===== src/rtl/ts_pkg.sv =====
// ts_pkg: shared definitions for the event timestamper.
//   TS_WIDTH_DEFAULT : default width of the count bus / captured words
//   TS_DEPTH_DEFAULT : default FIFO depth
//   ts_clog2()       : ceiling log2, used to size FIFO pointers
package ts_pkg;

  localparam int TS_WIDTH_DEFAULT = 32;
  localparam int TS_DEPTH_DEFAULT = 8;

  function automatic int ts_clog2(input int n);
    int r;
    int v;
    r = 0;
    v = n - 1;
    while (v > 0) begin
      r = r + 1;
      v = v >> 1;
    end
    return r;
  endfunction

endpackage


===== src/rtl/ts_sync_fifo.sv =====
// ts_sync_fifo: single-clock FIFO for captured timestamp words.
// Ports:
//   clk, reset  : clock, synchronous active-high reset (empties the FIFO)
//   push, din   : write request and data; accepted when not full, or when
//                 full and a pop happens in the same cycle
//   pop, dout   : read request (ignored while empty) and head-of-FIFO word;
//                 dout reads 0 while empty, and shows a word written into an
//                 empty FIFO on the following cycle
//   full, empty : occupancy flags
//   fill        : occupancy, AW+1 bits
module ts_sync_fifo
  import ts_pkg::*;
#(
  parameter int WIDTH = TS_WIDTH_DEFAULT,
  parameter int DEPTH = TS_DEPTH_DEFAULT,
  localparam int AW = ts_clog2(DEPTH)
) (
  input  logic             clk,
  input  logic             reset,
  input  logic             push,
  input  logic [WIDTH-1:0] din,
  input  logic             pop,
  output logic [WIDTH-1:0] dout,
  output logic             full,
  output logic             empty,
  output logic [AW:0]      fill
);

  localparam logic [AW:0] FULL_LVL = (AW+1)'(DEPTH);

  logic [WIDTH-1:0] mem [DEPTH];
  logic [AW:0]      wr_cnt;
  logic [AW:0]      rd_cnt;
  logic             do_push;
  logic             do_pop;

  // Counters carry one extra bit so full and empty are distinguishable;
  // the low AW bits index storage and wrap naturally.
  assign fill  = wr_cnt - rd_cnt;
  assign empty = (fill == '0);
  assign full  = (fill == FULL_LVL);

  assign do_pop  = pop & ~empty;
  // A pop frees the head slot in the same cycle, so a full FIFO still
  // accepts a push that coincides with a pop.
  assign do_push = push & (~full | do_pop);

  always_ff @(posedge clk) begin
    if (reset) begin
      wr_cnt <= '0;
      rd_cnt <= '0;
    end else begin
      if (do_push) wr_cnt <= wr_cnt + 1'b1;
      if (do_pop)  rd_cnt <= rd_cnt + 1'b1;
    end
  end

  always_ff @(posedge clk) begin
    if (do_push) mem[wr_cnt[AW-1:0]] <= din;
  end

  // Storage is not reset; gating on empty keeps the output at 0 after reset.
  assign dout = empty ? '0 : mem[rd_cnt[AW-1:0]];

endmodule


===== src/rtl/event_timestamper.sv =====
// event_timestamper: latches the free-running count on each rising edge of an
// asynchronous event input and queues the results for a valid/ready reader.
// Optional feature macro: TS_DELTA_EN
//   undefined : each armed event queues the raw captured count
//   defined   : each armed event queues (cap - previous cap) mod 2^WIDTH; the
//               first armed event after reset only primes the reference
// Ports:
//   clk, reset : clock shared with the counter, synchronous active-high reset
//   count      : free-running count bus
//   evt_in     : asynchronous event input (hold high >=2 and low >=2 cycles)
//   arm        : 1 = captures enabled, 0 = edges ignored
//   ts_data    : head-of-FIFO word (0 while empty)
//   ts_valid   : FIFO not empty
//   ts_ready   : consumer accepts the head word when ts_valid is high
//   ovf        : sticky, one or more events dropped on a full FIFO
//   ovf_clr    : clears ovf (a coincident drop wins)
//   fill       : FIFO occupancy
module event_timestamper
  import ts_pkg::*;
#(
  parameter int WIDTH = TS_WIDTH_DEFAULT,
  parameter int DEPTH = TS_DEPTH_DEFAULT,
  localparam int AW = ts_clog2(DEPTH)
) (
  input  logic             clk,
  input  logic             reset,
  input  logic [WIDTH-1:0] count,
  input  logic             evt_in,
  input  logic             arm,
  output logic [WIDTH-1:0] ts_data,
  output logic             ts_valid,
  input  logic             ts_ready,
  output logic             ovf,
  input  logic             ovf_clr,
  output logic [AW:0]      fill
);

  logic             s1;
  logic             s2;
  logic             s3;
  logic             rise;
  logic             cap_evt;
  logic             push;
  logic [WIDTH-1:0] word;
  logic             full;
  logic             empty;
  logic             drop;

  // ---- synchronizer (s1, s2) and edge-detect delay (s3) ----
  always_ff @(posedge clk) begin
    if (reset) begin
      s1 <= 1'b0;
      s2 <= 1'b0;
      s3 <= 1'b0;
    end else begin
      s1 <= evt_in;
      s2 <= s1;
      s3 <= s2;
    end
  end

  assign rise    = s2 & ~s3;
  assign cap_evt = rise & arm;

  // ---- capture / word formation ----
`ifdef TS_DELTA_EN
  logic [WIDTH-1:0] last_cap;
  logic             primed;

  function automatic logic [WIDTH-1:0] mod_delta(input logic [WIDTH-1:0] cur,
                                                 input logic [WIDTH-1:0] prev);
    // Unsigned subtraction wraps modulo 2^WIDTH, which absorbs counter wrap.
    return cur - prev;
  endfunction

  always_ff @(posedge clk) begin
    if (reset) begin
      primed <= 1'b0;
    end else if (cap_evt) begin
      primed <= 1'b1;
    end
  end

  // Reference moves on every armed event, even when the resulting word is
  // dropped, so each delta always spans two adjacent detected events.
  always_ff @(posedge clk) begin
    if (cap_evt) last_cap <= count;
  end

  assign push = cap_evt & primed;
  assign word = mod_delta(count, last_cap);
`else
  assign push = cap_evt;
  assign word = count;
`endif

  // ---- FIFO ----
  ts_sync_fifo #(
    .WIDTH (WIDTH),
    .DEPTH (DEPTH)
  ) u_fifo (
    .clk   (clk),
    .reset (reset),
    .push  (push),
    .din   (word),
    .pop   (ts_ready),
    .dout  (ts_data),
    .full  (full),
    .empty (empty),
    .fill  (fill)
  );

  assign ts_valid = ~empty;

  // ---- overflow flag ----
  assign drop = push & full & ~ts_ready;

  always_ff @(posedge clk) begin
    if (reset) begin
      ovf <= 1'b0;
    end else if (drop) begin
      ovf <= 1'b1;
    end else if (ovf_clr) begin
      ovf <= 1'b0;
    end
  end

endmodule


===== config.mk =====
export PLATFORM = sky130hd
export DESIGN_NAME = event_timestamper
export DESIGN_NICKNAME = d
export VERILOG_FILES = /design/src/rtl/ts_pkg.sv /design/src/rtl/ts_sync_fifo.sv /design/src/rtl/event_timestamper.sv
export SDC_FILE = /design/constraint.sdc
export NUM_CORES = 1
export LEC_CHECK = 0
export CAP_MARGIN = 20
export CORE_MARGIN = 3
export CORE_UTILIZATION = 50
export DETAILED_ROUTE_END_ITERATION = 8
export PLACE_DENSITY = 0.7
export SLEW_MARGIN = 25
export SYNTH_ARGS = -nofsm -noshare
export SYNTH_HDL_FRONTEND = slang
export SYNTH_SLANG_ARGS = --single-unit

===== constraint.sdc =====
create_clock -name clk -period 5.3 [get_ports clk]
set_clock_uncertainty 0.2 [all_clocks]
set_input_delay 0.795 -clock clk [delete_from_list [all_inputs] [get_ports clk]]
set_output_delay 0.795 -clock clk [all_outputs]
set_load 0.1 [all_outputs]

==> summary.md <==
| Metric | Value |
|---|---|
| Skew-Pair Late Insertion Delay | ~0.52 ns |
| Antenna fix cells | 0 |
| F_max | approximately 230 MHz |
| Sequential-to-total area share from yosys stat | 0.760 |
| Crit-path most repeated cell | inv_1 |
| Layout cells sized above 1 | 0.290 |
| Grt ovf | 0 |
| Setup crit start kind | flop |
| R2R Setup Slk | roughly 1.4 ns |
| Final critical-path required period | around 4.4 ns |
| Final Worst Setup Slack | between 0.8 and 0.9 ns |
| Mapped Cells | a little under 500 |
| CTS tree | yes |
| Root buf cell | clkbuf_16 |
| Largest net degree at the start of global routing | 50 |
| Cell taking the most area after synthesis | edfxtp_1 |
| Wirelength per Cell | 22.0 um |
| Vias in the first global route | between 5000 and 6000 |
| Post-CTS Hold Buffers | 0 |
| IO buf count | between 70 and 80 |
| CTS Sinks | roughly 270 |
| Period utilisation layout | 0.836 |
| Final Hold Fails | 0 |
| Clock slew at reported path FFs | approximately 0.060 ns |
| Vias | ~4900 |
| WL final | between 15000 and 20000 um |
| CP top delay family | buffers and inverters |
| Area grow syn2layout | 19.0% |
| Drt pass-1 iters | 4 |
| Starting Density | 0.515 |
| Initial DRC Count | around 390 |
| Worst R2R End | u_fifo.mem[0][28] |
| Max Slew Vio Count | 0 |
| Setup-failing EPs final | 0 |
| Max cap viols | 0 |
| Ys Warns | 0 |
| Post-synthesis cell type count | 39 |
| RSZ-0062 raised after global routing | false |
| Number of enable flip-flop cells after synthesis | ~260 |
| Prevailing post-synth register cell | edfxtp_1 |
| Synth Register Bits | roughly 270 |
| Post-DP HPWL | 11200 um |
| FFs w/ async S/R, synth | 0 |
| Worst r2r src | u_fifo.wr_cnt[0] |
| Setup crit end kind | output pin |
| GPL Wtd Cong | ~0.73 |
| Crit-path max FO | 9 |
| CP Class | reg2out |
| Avg Inst Size Synth | 21.4 sq um |
| Row Count | 52 |
| Post-CTS setup buffers | 0 |
| I/O pins | 76 |
| Slew headroom | 0.355 |
| Worst Hold Class | reg2reg |
| Final net count | 630 |
| Post-cts gate resize count | 0 |
| Crit-path cells | inv_1 -> ha_1 -> inv_1 -> fa_1 -> xor2_2 -> clkdlybuf4s50_1 |
| H-tree depth | 1 |
| Die X | ~150 um |
| First-pass GRT wire length | just over 30000 um |
| Largest cells by area after synthesis | edfxtp_1 73%, mux4_2 14%, mux2i_1 3.1% |
| Crit. Startpoint | u_fifo.wr_cnt[0] |
| Syn nets | around 540 |
| Worst setup path end | fill[2] |
| CP peak stage delay | between 1 and 1.5 ns |
| Mapped cell area | approximately 11000 sq um |
| Buf+Inv Stages, Crit Path | 3 |
| Levels on crit path | 6 |
| Outcome | finished clean |
| TritonCTS buffer count | 27 |
| Setup TNS | 0 ns |
| Worst-margin pin slew | about 0.96 ns |
| Core region area | between 20000 and 25000 sq um |
| Required @ worst endpoint | 4.30 ns |
| R2R depth | 9 |
| DIE HEIGHT | around 150 um |
| Final ANT Viol Nets | 0 |
| Clk buf depth | 3 |
| Setup WS pre-CTS | around 1.4 ns |
| GRT Overall Usage | 0.178 |
| Critical path's slowest cell | clkdlybuf4s50_1 |
| CP arrival | roughly 3.4 ns |
| DIE AREA | between 20000 and 25000 sq um |
| Drt drc | 0 |
| Commonest cells in the netlist | 256 x edfxtp_1, 64 x mux4_2, 37 x nor2_1 |
| Initial antenna violation count | 1 |
| Routed vias/inst | ~5.6 |
| Top cell type's share of synthesized area | 0.731 |
| Most frequent cell after synthesis | edfxtp_1 |
==> routing by layer <==
layer / share of wire / track usage / vias up
met5: 0.00067 / 0 / -
met4: 0.015 / 0.0444 / 2
met3: 0.064 / 0.0305 / 26
met2: 0.51 / 0.297 / 130
met1: 0.41 / 0.247 / 2519
li1: - / - / 2199
==> kinds of logic (layout without fill, tap and decap cells) <==
| logic type | Yosys count | in the layout | share of synthesized area |
|---|---|---|---|
| DFF | 271 | 271 | 0.760 |
| xor gates and xnor gates | 3 | 3 | 0.00250 |
| muxes | 100 | 100 | 0.172 |
| buffers and inverters | 32 | 147 | 0.0148 |
| adders and majority gates | 6 | 6 | 0.00785 |
| and+or+nand+nor | 66 | 66 | 0.0317 |
| AOI/OAI and AO/OA | 14 | 14 | 0.0119 |
==> worst register-to-register path: stages, from the launching register on <==
cell     delay, ns
dfxtp_1       0.66
inv_1         0.25
ha_1          0.26
inv_1         0.08
fa_1          0.21
xor2_2        0.27
nor4_2        0.11
a21o_1        0.31
nor4_4        0.71
buf_4         0.47
==> registers in the layout (all words and copies together) (netlist names), named ones only <==
name           cells
ovf                1
s1                 1
s2                 1
s3                 1
u_fifo.mem       256
u_fifo.rd_cnt      4
u_fifo.wr_cnt      4
==> placed cells by master (no fill, tap or decap), drive strengths merged <==
cell type	instances
edfxtp	256
mux4	64
buf	48
clkdlybuf4s50	42
nor2	38
clkbuf	34
mux2i	33
dfxtp	15
clkinv	11
inv	8
a21oi	6
nor2b	5
ha	5
nand3b	4
nand2	3
nor3	3
bufinv	3
nor4	3
mux2	3
o21ai	3
a21o	2
nand2b	2
or3	2
xor2	2
nand3	1
and2	1
a2111oi	1
a31oi	1
and4	1
nor4b	1
nor3b	1
a31o	1
xnor2	1
nand4	1
fa	1
clkinvlp	1
==> through the flow <==
| step | cells | hold WS, ns | util | area, sq um |
|---|---|---|---|---|
| 3_5_place_dp | 826 | 0.236 | 0.568 | 11600 |
| 3_3_place_gp | 826 | 0.232 | 0.568 | 11600 |
| 4_1_cts | 876 | 0.257 | 0.611 | 12500 |
| 6_report | 877 | 0.254 | 0.612 | 12500 |
| 2_1_floorplan | 492 | 0.214 | - | 10600 |
| 5_1_grt | 877 | 0.265 | 0.612 | 12500 |
==> cell type report <==
type | count | area, sq um
clock buffer | 34 | 722
clock inverter | 16 | 158
fill | 1466 | 7920
inverter | 7 | 26.3
multi-input combinational | 189 | 2470
sequential | 271 | 7990
tap | 270 | 338
timing repair buffer | 90 | 801
==> how the worst min path moves through the flow <==
stage,slack (ns),start,depth (start not counted),endpoint
finish,0.25,s1,1,s2
global route,0.27,s1,1,s2
CTS,0.26,s1,1,s2
floorplan,0.21,s1,1,s2
global placement,0.23,s1,1,s2
detailed placement,0.24,s1,1,s2
Power is left out: the tool's default activity adds up to more than one toggle a clock period on the data nets, which glitch-free logic cannot reach.
